==> src/rtl/vga_timing_gen.sv <==
`default_nettype none
// ============================================================================
// Module   : vga_timing_gen
// Purpose  : 640x480@60 VGA timing generator driven by the ~25 MHz pixel clock.
//            Stage 0 holds the raw h/v counters. Stage 1 holds their registered
//            decodes (x, y, active, line/frame strobes, frame counter) for the
//            renderer. Stage 2 holds the registered colour and the syncs, so the
//            syncs on the pins stay aligned with the colour.
// Ports    : clk          pixel clock
//            n_rst        asynchronous active-low reset
//            en           run enable (low = timing held at origin)
//            rgb_in[2:0]  renderer colour for the stage-1 (x,y)
//            x[9:0]       stage-1 column, 0..H_TOTAL-1
//            y[9:0]       stage-1 row, 0..V_TOTAL-1
//            active       stage-1 visible-area flag
//            line_start   stage-1 pulse at x==0
//            frame_start  stage-1 pulse at x==0 && y==0
//            frame_count  completed frames, wraps 255->0
//            hsync/vsync  stage-2 syncs, asserted level = SYNC_POL
//            rgb_out[2:0] stage-2 colour, 0 outside active video
// Config   : VGA_TEST_PATTERN_EN - when defined, rgb_in is ignored and the
//            active area shows vertical bars equal to x[9:7].
// Revision : 1.0 - initial release
// ============================================================================
module vga_timing_gen #(
  parameter int   H_ACTIVE = 640,
  parameter int   H_FP     = 16,
  parameter int   H_SYNC   = 96,
  parameter int   H_BP     = 48,
  parameter int   V_ACTIVE = 480,
  parameter int   V_FP     = 10,
  parameter int   V_SYNC   = 2,
  parameter int   V_BP     = 33,
  parameter logic SYNC_POL = 1'b0
) (
  input  logic       clk,
  input  logic       n_rst,
  input  logic       en,
  input  logic [2:0] rgb_in,
  output logic [9:0] x,
  output logic [9:0] y,
  output logic       active,
  output logic       line_start,
  output logic       frame_start,
  output logic [7:0] frame_count,
  output logic       hsync,
  output logic       vsync,
  output logic [2:0] rgb_out
);

  localparam int H_TOTAL = H_ACTIVE + H_FP + H_SYNC + H_BP;
  localparam int V_TOTAL = V_ACTIVE + V_FP + V_SYNC + V_BP;

  localparam logic [9:0] H_LAST    = 10'(H_TOTAL - 1);
  localparam logic [9:0] V_LAST    = 10'(V_TOTAL - 1);
  localparam logic [9:0] H_ACT     = 10'(H_ACTIVE);
  localparam logic [9:0] V_ACT     = 10'(V_ACTIVE);
  localparam logic [9:0] HS_START  = 10'(H_ACTIVE + H_FP);
  localparam logic [9:0] HS_END    = 10'(H_ACTIVE + H_FP + H_SYNC);
  localparam logic [9:0] VS_START  = 10'(V_ACTIVE + V_FP);
  localparam logic [9:0] VS_END    = 10'(V_ACTIVE + V_FP + V_SYNC);

  // Stage 0
  logic [9:0] r_h_cnt;
  logic [9:0] r_v_cnt;
  // Set for the single cycle in which stage 0 sits at the origin because the
  // previous frame completed (as opposed to being cleared by en/reset).
  logic       r_wrap;
  // Low only in the first cycle after reset release; the counters spend that
  // cycle settling at the origin so the first frame_start comes one edge later.
  logic       r_armed;

  logic       w_run;
  logic [2:0] w_colour;

  assign w_run = en & r_armed;

`ifdef VGA_TEST_PATTERN_EN
  // rgb_in is deliberately ignored in this build; the zero mask keeps the
  // port referenced so both builds share one port list.
  assign w_colour = x[9:7] | (rgb_in & 3'b000);
`else
  assign w_colour = rgb_in;
`endif

  always_ff @(posedge clk or negedge n_rst) begin
    if (!n_rst) begin
      r_armed     <= 1'b0;
      r_h_cnt     <= '0;
      r_v_cnt     <= '0;
      r_wrap      <= 1'b0;
      x           <= '0;
      y           <= '0;
      active      <= 1'b0;
      line_start  <= 1'b0;
      frame_start <= 1'b0;
      frame_count <= '0;
      hsync       <= ~SYNC_POL;
      vsync       <= ~SYNC_POL;
      rgb_out     <= '0;
    end else begin
      r_armed <= 1'b1;

      if (w_run) begin
        // Stage 0: free-running raster counters
        r_wrap <= (r_h_cnt == H_LAST) && (r_v_cnt == V_LAST);
        if (r_h_cnt == H_LAST) begin
          r_h_cnt <= '0;
          r_v_cnt <= (r_v_cnt == V_LAST) ? 10'd0 : r_v_cnt + 10'd1;
        end else begin
          r_h_cnt <= r_h_cnt + 10'd1;
        end

        // Stage 1: decodes of the stage-0 position
        x           <= r_h_cnt;
        y           <= r_v_cnt;
        active      <= (r_h_cnt < H_ACT) && (r_v_cnt < V_ACT);
        line_start  <= (r_h_cnt == 10'd0);
        frame_start <= (r_h_cnt == 10'd0) && (r_v_cnt == 10'd0);
        // Counting on the stage-1 edge makes the wrap coincide with frame_start.
        if (r_wrap) begin
          frame_count <= frame_count + 8'd1;
        end

        // Stage 2: pin-side colour and syncs from the stage-1 position
        rgb_out <= active ? w_colour : 3'b000;
        hsync   <= ((x >= HS_START) && (x < HS_END)) ? SYNC_POL : ~SYNC_POL;
        vsync   <= ((y >= VS_START) && (y < VS_END)) ? SYNC_POL : ~SYNC_POL;
      end else begin
        r_h_cnt     <= '0;
        r_v_cnt     <= '0;
        r_wrap      <= 1'b0;
        x           <= '0;
        y           <= '0;
        active      <= 1'b0;
        line_start  <= 1'b0;
        frame_start <= 1'b0;
        rgb_out     <= '0;
        hsync       <= ~SYNC_POL;
        vsync       <= ~SYNC_POL;
      end
    end
  end

endmodule
`default_nettype wire

==> config.mk <==
export PLATFORM = sky130hd
export DESIGN_NAME = vga_timing_gen
export DESIGN_NICKNAME = d
export VERILOG_FILES = /design/src/rtl/vga_timing_gen.sv
export SDC_FILE = /design/constraint.sdc
export NUM_CORES = 1
export LEC_CHECK = 0
export CAP_MARGIN = 15
export CORE_ASPECT_RATIO = 0.5
export CORE_UTILIZATION = 59
export CTS_BUF_LIST = sky130_fd_sc_hd__clkbuf_2 sky130_fd_sc_hd__clkbuf_4 sky130_fd_sc_hd__clkbuf_8
export DETAILED_ROUTE_END_ITERATION = 12
export PLACE_DENSITY = 0.87
export SLEW_MARGIN = 25
export SYNTH_ARGS = -nofsm -noshare
export SYNTH_HDL_FRONTEND = slang
export SYNTH_SLANG_ARGS = --single-unit
==> constraint.sdc <==
create_clock -name clk -period 3.5 [get_ports clk]
set_input_delay 0.525 -clock clk [delete_from_list [all_inputs] [get_ports clk]]
set_output_delay 0.525 -clock clk [all_outputs]
set_load 0.005 [all_outputs]
[After elaboration in Yosys (flattened, before gate mapping)]
Cells that the tools add are included.
Operators by class
  add/subtract/negate cells: 3
  order comparisons: 6
  equal/unequal tests: 3
  multiplexer cells: 17
  bitwise logic cells: 1
  reduce and logical (&&, ||, !) cells: 8
Operator list (count)
  10-bit two-way mux: 7
  10-bit by 1-bit adder with 10-bit output (second input constant): 2
  10-bit equality test (second input constant): 2
  10-bit zero test: 2
  10-bit less-than comparator (second input constant): 2
  10-bit by 9-bit less-than comparator with 1-bit output (second input constant): 2
  10-bit greater-or-equal comparator (second input constant): 1
  10-bit by 9-bit greater-or-equal comparator with 1-bit output (second input constant): 1
  8-bit by 1-bit adder with 8-bit output (second input constant): 1
  1-bit two-way mux: 8
  3-bit two-way mux: 2
  1-bit logical AND: 5
  2-bit by 1-bit != test with 1-bit output (second input constant): 1
  2-bit AND reduction: 1
  1-bit AND: 1
Storage, ports and cells
  register bits after elaboration: 58
  output and inout port bits: 36
  word-level logic and storage cells: 51

[Logic depth before layout (Yosys ltp)]
  depth after elaboration: 4
  mapped depth: 7
  depth with buffers taken out: 6

[Worst setup path before layout]
OpenSTA, ideal clock, no wires.
  kind: reg2reg
  start point: register r_h_cnt[0]
  end point: register r_v_cnt[3]
  library setup time: 0.076 ns
  arrival time: 1.627 ns
  data required time: 3.424 ns
  slack: 1.797 ns
  cell stages (with the launch flop): 8
  path buffers: 2
  clock period less this slack: 1.703 ns
  cell sequence: dfrtp_1 > ha_1 > and4_1 > buf_6 > a31oi_4 > buf_6 > or4_1 > o21ai_1
On the way
  longest elaborated chain between the ends: 2
Ends and longest elaborated chain
  from (decl): line 64  | logic [9:0] r_h_cnt;
  from (signal assigned): line 111  | r_h_cnt <= r_h_cnt + 10'd1;
  10-bit equality test: line 107  | if (r_h_cnt == H_LAST) begin
  2-bit by 1-bit != test with 1-bit output (no line)
  to (signal assigned): line 109  | r_v_cnt <= (r_v_cnt == V_LAST) ? 10'd0 : r_v_cnt + 10'd1;
  to (decl): line 65  | logic [9:0] r_v_cnt;
Every way passes these cells.
A chain may end at the register's enable or synchronous reset.

[Final worst setup path]
  start point: input en
  end point: register frame_start
On the way
  longest elaborated chain between the ends: 2
Ends and longest elaborated chain
  from (decl): line 38  | input logic en,
  1-bit AND: line 76  | assign w_run = en & r_armed;
  1-bit two-way mux: line 104  | if (w_run) begin
  to (signal assigned): line 119  | frame_start <= (r_h_cnt == 10'd0) && (r_v_cnt == 10'd0);
  to (decl): line 44  | output logic frame_start,
Every way passes these cells.

==> flow_metrics.tcl <==
set metrics [dict create \
    first_pass_iters 4 \
    antenna_found_initial 0 \
    htreeDepth 3 \
    overflow 0 \
    ant_nets 0 \
    antenna_cells 0 \
    place_congestion 0.895 \
    netlist.area_leader.share 0.567 \
    hold_buffers 0 \
    yosys.area.top_type "dfrtp_1" \
    synth_most_common_cell "dfrtp_1" \
    cp.buffers_inverters 1 \
    fin_nets 278 \
    syn_inst 221 \
    grt_max_degree 32 \
    clk_pin_slew_ps 60 \
    via_per_inst 5.68 \
    drv_slew 0 \
    pre_cts_ws_ps 729 \
    yosysWarnings 0 \
    synth.area.top_cells "dfrtp_1 (57%), and3_1 (3.8%), xnor2_1 (3.5%)" \
    synth_area_mm2 0.00247 \
    cts_buffers 9 \
    fmax_mhz 389 \
    startpoint "en" \
    die_y_um 47.8 \
    total_power_w 0.00127 \
    cts.sinks 58 \
    tightest_slew_ps 755 \
    drt_iter0_markers 204 \
    grt_util_all_layers 0.260 \
    reg2reg_from "r_armed$_DFF_PN0_" \
    post_cts_buffers 0 \
    crit_chain "clkdlybuf4s50_1 > and2_1 > nand4_1 > nor4b_1 > and4_1" \
    cts-root-buf "clkbuf_8" \
    synth-seq-cells 58 \
    multi_input_area_um2 931 \
    slowest_stage "clkdlybuf4s50_1" \
    worstPathMaxFanout 15 \
    grt_pass1_vias 1674 \
    dieArea_mm2 0.00447 \
    critPathTopFamily "simple AND/OR/NAND/NOR gates" \
    placementRows 16 \
    placed_cell_area_mm2 0.00290 \
    dp_hpwl_mm 3.73 \
    synth_ff_type "dfrtp_1" \
    peakVddDrop_mv 0.316 \
    arrival_ps 2840 \
    finClkSkew_ps 11.0 \
    io_buffers 41 \
    async_flop_share 1.00 \
    finalCriticalPeriod_ps 2570 \
    drc 0 \
    crit_path_start_kind "input port" \
    required_ps 3770 \
    hold_viol 0 \
    setup-tns-final_ps 0 \
    synth_common_cells "dfrtp_1 (56), nor2_1 (23), and3_1 (15), nand3_1 (14), nand2_1 (11)" \
    maxSlewHeadroom 0.490 \
    clock_latency_ps 340 \
    seq_area_mm2 0.00145 \
    n_fill_cell 269 \
    grt_first_pass_wirelength_mm 8.11 \
    p_per_area_mw_per_mm2 412 \
    syn_nets 232 \
    leakagePower_nw 1.39 \
    wl_per_cell_um 16.1 \
    syn2layout_area_growth_pct 24.5 \
    vias 1851 \
    maxCapViolations 0 \
    hold_class "input port to async pin" \
    end_kind "flip-flop" \
    critPathKind "input port to flip-flop" \
    ctsResizeCount 0 \
    setup_viol 0 \
    ys_types 41 \
    setup_ws_ps 929 \
    cts_tree "built" \
    synth_edf_count 0 \
    final_area_mm2 0.00308 \
    rsz0062_at_grt "false" \
    status "complete, no violations" \
    core_region_area_mm2 0.00396 \
    syn_avg_cell_area_um2 11.2 \
    ys_seq_area_frac 0.588 \
    drive_gt1_frac 0.0993 \
    fin_crit_sh 0.734 \
    cts.path.max_buffers 2 \
    ioPinCount 42 \
    start_util 0.624 \
    routed_wl_mm 5.26 \
    slowest_delay_ps 730 \
    die_width_um 93.5 \
]
## final cells by class
class                      count  share of cell area
sequential                    58               0.472
multi-input combinational    146               0.302
timing repair buffer          42               0.134
clock buffer                  13              0.0520
tap                           54              0.0220
inverter                      10              0.0122
clock inverter                 3             0.00488
## stage by stage
stage | std cells | utilization | hold WS, ps
2_1_floorplan | 221 | - | 229
3_3_place_gp | 310 | 0.732 | 414
3_5_place_dp | 310 | 0.732 | 431
4_1_cts | 326 | 0.777 | 226
5_1_grt | 326 | 0.777 | 256
6_report | 326 | 0.777 | 217
## metal layers
layer | wire length (µm) | GRT usage
met1 | 2250 | 0.345
met2 | 2550 | 0.415
met3 | 422 | 0.110
met4 | 42 | 0.0585
met5 | 0 | 0
## registers in the layout, indices dropped and copies added, names as in the netlist
name         count
hsync            1
r_wrap           1
active           1
line_start       1
frame_count      8
vsync            1
r_v_cnt         10
x               10
y               10
r_armed          1
frame_start      1
rgb_out          3
r_h_cnt         10
## cells by family after synthesis
logic type | synth area share
AND/OR/NAND/NOR | 0.233
buffers and inverters | 0.0354
XOR/XNOR | 0.0531
other | 0.00152
AO/OA/AOI/OAI | 0.0511
flip-flops | 0.588
multiplexers | 0.0127
adder cells (fa/ha/maj) | 0.0253
## placed cells by master, fill, tap and decap left out, types with 5 or more instances in the layout
cell             synthesis  routed
clkdlybuf4s50_1          0      40
inv_1                   10      10
nor2_1                  23      23
xor2_1                   5       5
dfrtp_1                 56      56
ha_1                     5       5
xnor2_1                 10      10
nor3_1                   7       7
and3_1                  15      15
nand3_1                 14      14
a21oi_1                  5       5
nand4_1                 10      10
nand2_1                 11      11
clkbuf_8                 0      10
o21ai_0                  6       6
## power by group
part            total, W  leakage (nW)  internal (W)  switching (W)
registers       0.000680         0.797      0.000675     0.00000471
logic          0.0000459         0.496     0.0000152      0.0000306
clock network   0.000541        0.0974      0.000296       0.000245
## path summary, 6_finish.rpt
path                                              end  slack (ps)  depth (start not counted)
max                             frame_start$_DFF_PN0_         930                          5
min                        frame_count[3]$_DFFE_PN0P_         220                          1
max reg2reg                     frame_start$_DFF_PN0_        1290                          4
min reg2reg                           vsync$_DFF_PN1_         430                          1
max in group asynchronous             vsync$_DFF_PN1_        2420                          2
min in group clk                      vsync$_DFF_PN1_         430                          1
Power figures use the tool's default switching activity.
